[config.mk]
export PLATFORM = sky130hd
export DESIGN_NAME = add_serial_ctrl
export DESIGN_NICKNAME = d
export VERILOG_FILES = /design/src/rtl/add_serial_ctrl.sv
export SDC_FILE = /design/constraint.sdc
export NUM_CORES = 1
export LEC_CHECK = 0
export CORE_MARGIN = 2
export CORE_UTILIZATION = 48
export DETAILED_ROUTE_END_ITERATION = 10
export PLACE_DENSITY_LB_ADDON = 0.1
export SLEW_MARGIN = 0
export SYNTH_ARGS = -nofsm -noshare
export SYNTH_HDL_FRONTEND = slang
export SYNTH_HIERARCHICAL = 1
export SYNTH_SLANG_ARGS = --single-unit
export TNS_END_PERCENT = 20
[constraint.sdc]
create_clock -name clk -period 1.8 [get_ports clk]
set_input_delay 0.45 -clock clk [delete_from_list [all_inputs] [get_ports clk]]
set_output_delay 0.45 -clock clk [all_outputs]
set_load 0.1 [all_outputs]
[src/rtl/add_serial_ctrl.sv]
// Bit-serial adder controller: one full-adder slice (two half adders + OR),
// reused LSB first over WIDTH cycles, with a start/ready handshake and a done pulse.

module add1bit_half (
  input  logic a,
  input  logic b,
  output logic o,
  output logic c
);
  assign o = a ^ b;
  assign c = a & b;
endmodule

module add_serial_ctrl #(
  parameter int WIDTH    = 4,
  parameter int CNT_BITS = $clog2(WIDTH) + 1
) (
  input  logic             clk,
  input  logic             reset,
  input  logic             start,
  input  logic [WIDTH-1:0] a,
  input  logic [WIDTH-1:0] b,
  input  logic             cin,
  output logic             ready,
  output logic             busy,
  output logic [WIDTH-1:0] sum,
  output logic             cout,
  output logic             done
);

  typedef enum logic [1:0] {
    IDLE = 2'd0,
    RUN  = 2'd1,
    DONE = 2'd2
  } state_t;

  state_t state, state_nxt;

  logic [WIDTH-1:0]    a_sh, b_sh;
  logic                carry;
  logic [CNT_BITS-1:0] idx;
  logic                p, g0, s, g1, c_out, last;

  add1bit_half ha0 (.a(a_sh[0]), .b(b_sh[0]), .o(p), .c(g0));
  add1bit_half ha1 (.a(p),       .b(carry),   .o(s), .c(g1));

  assign c_out = g0 | g1;
  assign last  = (idx == CNT_BITS'(WIDTH - 1));

  always_ff @(posedge clk or posedge reset) begin
    if (reset) state <= IDLE;
    else       state <= state_nxt;
  end

  // Handshake outputs come from the registered state only.
  always_comb begin
    state_nxt = IDLE;
    ready     = 1'b0;
    busy      = 1'b0;
    done      = 1'b0;
    case (state)
      IDLE: begin
        ready     = 1'b1;
        state_nxt = start ? RUN : IDLE;
      end
      RUN: begin
        busy      = 1'b1;
        state_nxt = last ? DONE : RUN;
      end
      DONE: begin
        busy      = 1'b1;
        done      = 1'b1;
        state_nxt = IDLE;
      end
      default: state_nxt = IDLE;
    endcase
  end

  always_ff @(posedge clk or posedge reset) begin
    if (reset) begin
      a_sh  <= '0;
      b_sh  <= '0;
      sum   <= '0;
      cout  <= 1'b0;
      carry <= 1'b0;
      idx   <= '0;
    end else begin
      case (state)
        IDLE: begin
          if (start) begin
            a_sh  <= a;
            b_sh  <= b;
            carry <= cin;
            sum   <= '0;
            cout  <= 1'b0;
            idx   <= '0;
          end
        end
        RUN: begin
          // Shift form works for WIDTH=1, where a [WIDTH-1:1] slice would not.
          sum   <= (sum >> 1) | (WIDTH'(s) << (WIDTH - 1));
          a_sh  <= a_sh >> 1;
          b_sh  <= b_sh >> 1;
          carry <= c_out;
          idx   <= idx + 1'b1;
          if (last) cout <= c_out;
        end
        default: ;
      endcase
    end
  end

endmodule
# [Word level (Yosys, flattened, before mapping)]
# Cells that the tools add are included.
[op_classes] addsub=1 n_eq_ne=5 mux=19 bitwise=6 reduce_logical=5
[op_table] op="4-bit one-hot mux with 2 select lines" count=3
[op_table] op="4-bit 2-to-1 mux" count=3
[op_table] op="1-bit 2-to-1 mux" count=7
[op_table] op="3-bit one-hot mux with 2 select lines" count=1
[op_table] op="2-bit inequality test, second input constant" count=2
[op_table] op="3-bit by 4-bit OR with 4-bit output" count=1
[op_table] op="1-bit one-hot mux with 2 select lines" count=2
[op_table] op="2-bit one-hot mux with 2 select lines" count=1
[op_table] op="3-bit by 1-bit adder with 3-bit output, second input constant" count=1
[op_table] op="3-bit by 2-bit equality test with 1-bit output, second input constant" count=1
[op_table] op="3-bit 2-to-1 mux" count=1
[op_table] op="3-bit AND reduction" count=1
[op_table] op="1-bit AND" count=2
[op_table] op="2-bit by 1-bit equality test with 1-bit output, second input constant" count=1
[op_table] op="2-bit equality test, second input constant" count=1
[op_table] op="2-bit zero test" count=1
[op_table] op="2-bit 2-to-1 mux" count=1
[op_table] op="2-bit AND reduction" count=1
[op_table] op="2-bit nonzero test" count=1
[op_table] op="2-bit OR reduction" count=1
[op_table] op="1-bit bitwise XOR" count=2
[op_table] op="1-bit OR" count=1
[totals] register_bits=19 in_bits=12 output_inout_bits=8 word_cells=43

# [Longest topological paths before layout]
# Gate-level depths: netlist of run 1.
[logic_depth] word_depth=5 ltp_mapped=7 depth_no_buf=5

# [Cells and area by module]
# Netlist of run 1, hierarchy kept.
[by_module_without_submodules] module="add_serial_ctrl" n_inst=1 cells_per_inst=87 area_per_inst_um2=900.9 seq_area_each_um2=475.5
[by_module_without_submodules] module="add1bit_half" n_inst=2 cells_per_inst=1 area_per_inst_um2=12.5 seq_area_each_um2=0.0

# [Worst setup path before layout of run 1]
# OpenSTA, ideal clock, no wires.
[synth_path] path_kind="register to register" from="register state[0]" to="register cout" setup_time_ns=0.095 arrival_time_ns=2.041 required_ns=1.705 setup_slack_ns=-0.337 path_stages_with_launch=7 path_buffers=1 synth_period_minus_slack_ns=2.137 cell_sequence="dfrtp_1 > inv_1 > ha_1 > mux2i_2 > buf_6 > o21ai_1 > o31ai_1"
[synth_between] elab_chain_len=3 word_cells_on_any_way=7 classes_between="eq/ne: 3; mux: 1; reduce/logical: 3"
[synth_rtl] item="start: declaration" line="37" text="state_t state, state_nxt;"
[synth_rtl] item="start signal: assignment" line="52" text="else state <= state_nxt;"
[synth_rtl] item="2-bit by 1-bit equality test with 1-bit output or 2-bit zero test (tied branches)" line="88" text="case (state)"
[synth_rtl] item="2-bit inequality test (no line) or 2-bit nonzero test (tied branches)"
[synth_rtl] item="3-bit AND reduction (no line)"
[synth_rtl] item="end signal: assignment" line="106" text="if (last) cout <= c_out;"
[synth_rtl] item="end: declaration" line="27" text="output logic cout,"
# Several ways; a longest one is shown, not always the timed one.
# A chain may end at the register's enable or synchronous reset.

# [Final worst setup path of run 1]
[layout_path] from="register state[0]" to="output done"
[layout_between] elab_chain_len=2
[layout_rtl] item="2-bit equality test" line="61" text="case (state)"
[layout_rtl] item="1-bit 2-to-1 mux" line="61"
[layout_rtl] item="end: declaration" line="28" text="output logic done"
# No other way between the ends.

==> results of run 1 <==
==> layout by cell type (no fill, tap or decap), types with 5 or more instances in the layout <==
cell / count
inv_1: 6
ha_1: 6
buf_4: 5
mux2i_1: 6
dfrtp_1: 19
nand2_1: 20
o21ai_0: 13
buf_12: 8
clkdlybuf4s50_1: 11
==> stage by stage <==
stage / setup WS, ns / util / area [um^2] / hold WS (ns)
after floorplan: 0.08589 / - / 938.4 / 0.4011
after global placement: 0.2097 / 0.6957 / 1227 / 0.4659
after detailed placement: 0.1706 / 0.6957 / 1227 / 0.4728
after CTS: 0.1357 / 0.7113 / 1255 / 0.4708
after global routing: 0.06327 / 0.7113 / 1255 / 0.5047
final: 0.1508 / 0.7113 / 1255 / 0.4632
==> layout make-up <==
cell class / instances / area share
Clock buffer: 3 / 0.01795
Clock inverter: 1 / 0.003988
Inverter: 6 / 0.01795
Multi-Input combinational cell: 59 / 0.3111
Sequential cell: 19 / 0.3789
Tap cell: 25 / 0.02493
Timing Repair Buffer: 24 / 0.2453
==> critical path: stages (launching register included) <==
cell     delay, ns
dfrtp_1       0.39
inv_1         0.12
ha_1          0.21
buf_12        0.18
==> logic make-up (layout without fill, tap and decap cells) <==
group                      count (synthesis)  after routing  synth area share
muxes                                      7              7           0.07973
DFF                                       19             19            0.5135
adders and majority gates                  7              7           0.09459
AOI/OAI and AO/OA                         20             20            0.1270
buffers and inverters                     11             34           0.07837
and+or+nand+nor                           25             25            0.1068
==> cells in the mapped netlist (all sizes together) <==
| cell type | number | area [um^2] |
|---|---|---|
| a211oi | 1 | 7.510 |
| a21o | 1 | 7.510 |
| a22o | 2 | 17.52 |
| buf | 5 | 50.04 |
| dfrtp | 19 | 475.5 |
| ha | 7 | 87.58 |
| inv | 6 | 22.52 |
| mux2i | 7 | 73.82 |
| nand2 | 20 | 75.07 |
| nand2b | 1 | 6.260 |
| nor2 | 3 | 11.26 |
| nor2b | 1 | 6.260 |
| o21ai | 14 | 70.06 |
| o31ai | 2 | 15.01 |
==> state kept, by name (all words and copies together) (netlist names) <==
name / flops
state: 2
idx: 3
a_sh: 4
carry: 1
cout: 1
b_sh: 4
sum: 4
==> routing by layer <==
metal | track usage | up-vias | routed length, um
met4 | 0.09730 | 0 | 32
met1 | 0.2273 | 309 | 732
met3 | 0.02264 | 4 | 41
met2 | 0.2693 | 12 | 749
met5 | 0 | - | 0
li1 | - | 341 | -
==> worst paths after layout <==
kind                       cells past startpoint                   to
setup reg to reg                               6     cout$_DFFE_PP0P_
min in group clk                               2  b_sh[0]$_DFFE_PP0P_
max in group asynchronous                      3  b_sh[2]$_DFFE_PP0P_
hold / removal                                 3   idx[0]$_DFFE_PP0P_
setup / recovery                               3                 done
hold reg to reg                                2  b_sh[0]$_DFFE_PP0P_
==> results.cfg, run 1 <==
[cells_and_area]
fillers = 168
layout.cells.non_filler = 137
area.growth.synth_to_final_pct = 35.54
antenna_cells = 0
layout-drive-gt1-share = 0.1696
regArea_um2 = 475.5
final_nets = 132
multi_input_area_um2 = 390.4

[global_routing]
grt_pass1_wl_um = 2691
track_usage = 0.1715
overflow = 0
grt_start_max_net_pins = 20
antenna_found_initial = 0
grt_pass1_vias = 636

[drt]
vias = 666
wl_um = 1555
drt_pass1_iterations = 4
wl_per_cell_um = 11.35
ant_nets = 0
drtIter0Drc = 8
drc_errors = 0
vias_per_cell = 4.861

[synth]
ys_ff_latch = 19
yosysSeqAreaShare = 0.5135
avgSynthCellArea_um2 = 10.40
synthCells = 89
ys_warn_count = 6
synth_area_um2 = 925.9
syn_nets = 108
synth_cell_types = 17

[setup_path]
cp.required_ns = 1.35
ff2ff_setup_slack_ns = 0.32
crit_type = flop to output pin
crit_fanout = 2
r2r-start = state[0]$_DFF_PP0_
start_kind = flop
cp-end-kind = output pin
cp.arrival_ns = 1.20
cp-startpoint = state[0]$_DFF_PP0_

[die]
fp.dieH_um = 47.92
start_util = 0.5248
die_area_um2 = 2296
io_pins = 20
num_rows = 15
die_w_um = 47.92
core_um2 = 1764

[clock_tree]
cts_resized = 0
insertion_delay_ns = 0.30
hold_buffers = 0
cts.reportedPaths.clkPinSlew_ns = 0.11
cts-buffers-inserted = 3
clock-sinks = 19
clockRootBuffer = clkbuf_4
htreeDepth = 1
clockBufferDepth = 2
post_cts_buffers = 0
cts_tree = yes

[run_status]
outcome = complete, no violations

[sta]
fin_skew_ns = 0.003994
worstMarginPinSlew_ns = 0.2505
period_needed_ns = 1.649
rsz0062_at_grt = no
relSlewSlack = 0.8297
setup_viol = 0
max_freq_mhz = 606.4
hold_violations = 0
tns_ns = 0
min_period_over_period = 0.9162
drv_slew = 0

[place]
io_buffer_count = 19
post-dp-hpwl_um = 1196
place_inst = 133
gp_congestion = 0.7535

[flow_run]
maxCapViolCount = 0

[worst_hold_path]
holdCritPathClass = input pin to async pin
Power of run 1 is left out: the tool's default activity adds up to more than one toggle a clock period on the data nets, which glitch-free logic cannot reach.
==> inputs of run 2 (changes only) <==
Settings changed: CELL_PAD_IN_SITES_DETAIL_PLACEMENT set to 0, CELL_PAD_IN_SITES_GLOBAL_PLACEMENT set to 1, CORE_UTILIZATION 48 to 37, GPL_TIMING_DRIVEN set to 0.
==> run 2 against run 1 <==
  * Critical path depth did not move
  * Wire length up 13%
  * Die area increased by 27%
  * Clock skew increased by 0.0014 ns
  * Via count is 1.4% higher
  * Register-to-register slack got worse by 0.07 ns
  * Fmax decreased by 4.6%
  * Largest cell class unchanged
  * Global-route usage shrank 2.9 points
  * Non-clock buffer count stayed put
  * First-iteration DRC count rose by 25%
  * Count of clock-buffer cells in the layout is the same
==> results.cfg, run 2 (same netlist as run 1, synthesis figures left out) <==
[global_routing]
antenna_found_initial = 0
grt_pass1_vias = 652
track_usage = 0.1426
grt_start_max_net_pins = 20
overflow = 0
grt_pass1_wl_um = 2939

[setup_path]
cp.arrival_ns = 1.28
cp-end-kind = output pin
crit_fanout = 2
start_kind = flop
crit_chain = inv_1 -> ha_4 -> buf_4
crit_path_max_incr_delay_ns = 0.37
crit_family = flip-flops
crit_buf_inv = 2
crit_type = flop to output pin
cp.required_ns = 1.35
critPathSlowestCell = dfrtp_1
ff2ff_setup_slack_ns = 0.25

[die]
num_rows = 18
start_util = 0.3807
die_area_um2 = 2919
core_um2 = 2432
die_w_um = 54.03
fp.dieH_um = 54.03
io_pins = 20

[cells_and_area]
final_common_cell = nand2_1
final_nets = 132
final_area_um2 = 1192
reg_top3 = a_sh x4, b_sh x4, sum x4
fillers = 241
multi_input_area_um2 = 390.4
layout.cells.non_filler = 142
layout-drive-gt1-share = 0.1696
antenna_cells = 0
area.growth.synth_to_final_pct = 28.78
regArea_um2 = 475.5
final_cell_mix = nand2_1 (20), dfrtp_1 (19), o21ai_0 (13)
final_core_util = 0.4902

[sta]
worstMarginPinSlew_ns = 0.7503
tns_ns = 0
max_freq_mhz = 578.3
hold_violations = 0
drv_slew = 0
min_period_over_period = 0.9607
rsz0062_at_grt = no
setup_viol = 0
fin_skew_ns = 0.005385
relSlewSlack = 0.4992
period_needed_ns = 1.729

[clock_tree]
clockBufferDepth = 2
htreeDepth = 1
clock-sinks = 19
clockRootBuffer = clkbuf_4
cts_tree = yes
hold_buffers = 0
cts-buffers-inserted = 3
cts.reportedPaths.clkPinSlew_ns = 0.11
insertion_delay_ns = 0.30

[drt]
wl_um = 1758
vias = 675
drt_pass1_iterations = 4
ant_nets = 0
vias_per_cell = 4.754
wl_per_cell_um = 12.38
drc_errors = 0
drtIter0Drc = 10

[worst_hold_path]
holdCritPathClass = flop to flop

[run_status]
outcome = complete, no violations

[place]
io_buffer_count = 19
place_inst = 138
post-dp-hpwl_um = 1264
place_area_um2 = 1166
gp_congestion = 0.6222

[flow_run]
maxCapViolCount = 0
==> run 2: path summary, 6_finish.rpt <==
kind | end | cells after the start | from
setup / recovery | busy | 3 | state[0]$_DFF_PP0_
max in group asynchronous | state[0]$_DFF_PP0_ | 2 | reset
min in group asynchronous | idx[0]$_DFFE_PP0P_ | 2 | reset
hold / removal | idx[2]$_DFFE_PP0P_ | 2 | idx[2]$_DFFE_PP0P_
hold reg to reg | idx[2]$_DFFE_PP0P_ | 2 | idx[2]$_DFFE_PP0P_
setup reg to reg | cout$_DFFE_PP0P_ | 7 | state[1]$_DFF_PP0_
==> run 2: area by class of cell <==
| class | count | area share |
|---|---|---|
| inverters | 6 | 0.01889 |
| plain buffers | 5 | 0.04197 |
| clock buffers | 3 | 0.01889 |
| flip-flops and latches | 19 | 0.3987 |
| well taps | 30 | 0.03148 |
| multi-input cells | 59 | 0.3274 |
| repair buffers | 19 | 0.1584 |
| clock inverters | 1 | 0.004197 |
==> run 2: tightest hold or removal path, stage by stage, from the launching register on <==
cell	delay, ns
dfrtp_1	0.36
nand2_1	0.05
o31ai_1	0.05
==> run 2: metrics by stage <==
stage	hold WS [ns]	setup slack, ns
after floorplan	0.4011	0.08589
after global placement	0.4602	-0.4365
after detailed placement	0.4732	-0.4409
after CTS	0.4983	-0.06998
after global routing	0.5149	0.01053
final	0.4939	0.07082
==> run 2: what timing repair did <==
action | in CTS | in global routing
endpoints found under the hold margin | 0 | 0
endpoints found under the setup margin | 8 | 1
gates resized for setup | 32 | 2
setup buffers | 0 | 0
==> run 2: per-layer routing <==
| metal | track usage | vias to the layer above | share of wire |
|---|---|---|---|
| li1 | - | 341 | - |
| met1 | 0.1903 | 320 | 0.50 |
| met2 | 0.2256 | 12 | 0.46 |
| met3 | 0.02500 | 2 | 0.031 |
| met4 | 0.06250 | 0 | 0.0080 |
| met5 | 0 | - | 0 |
Power of run 2 is left out for the same reason.
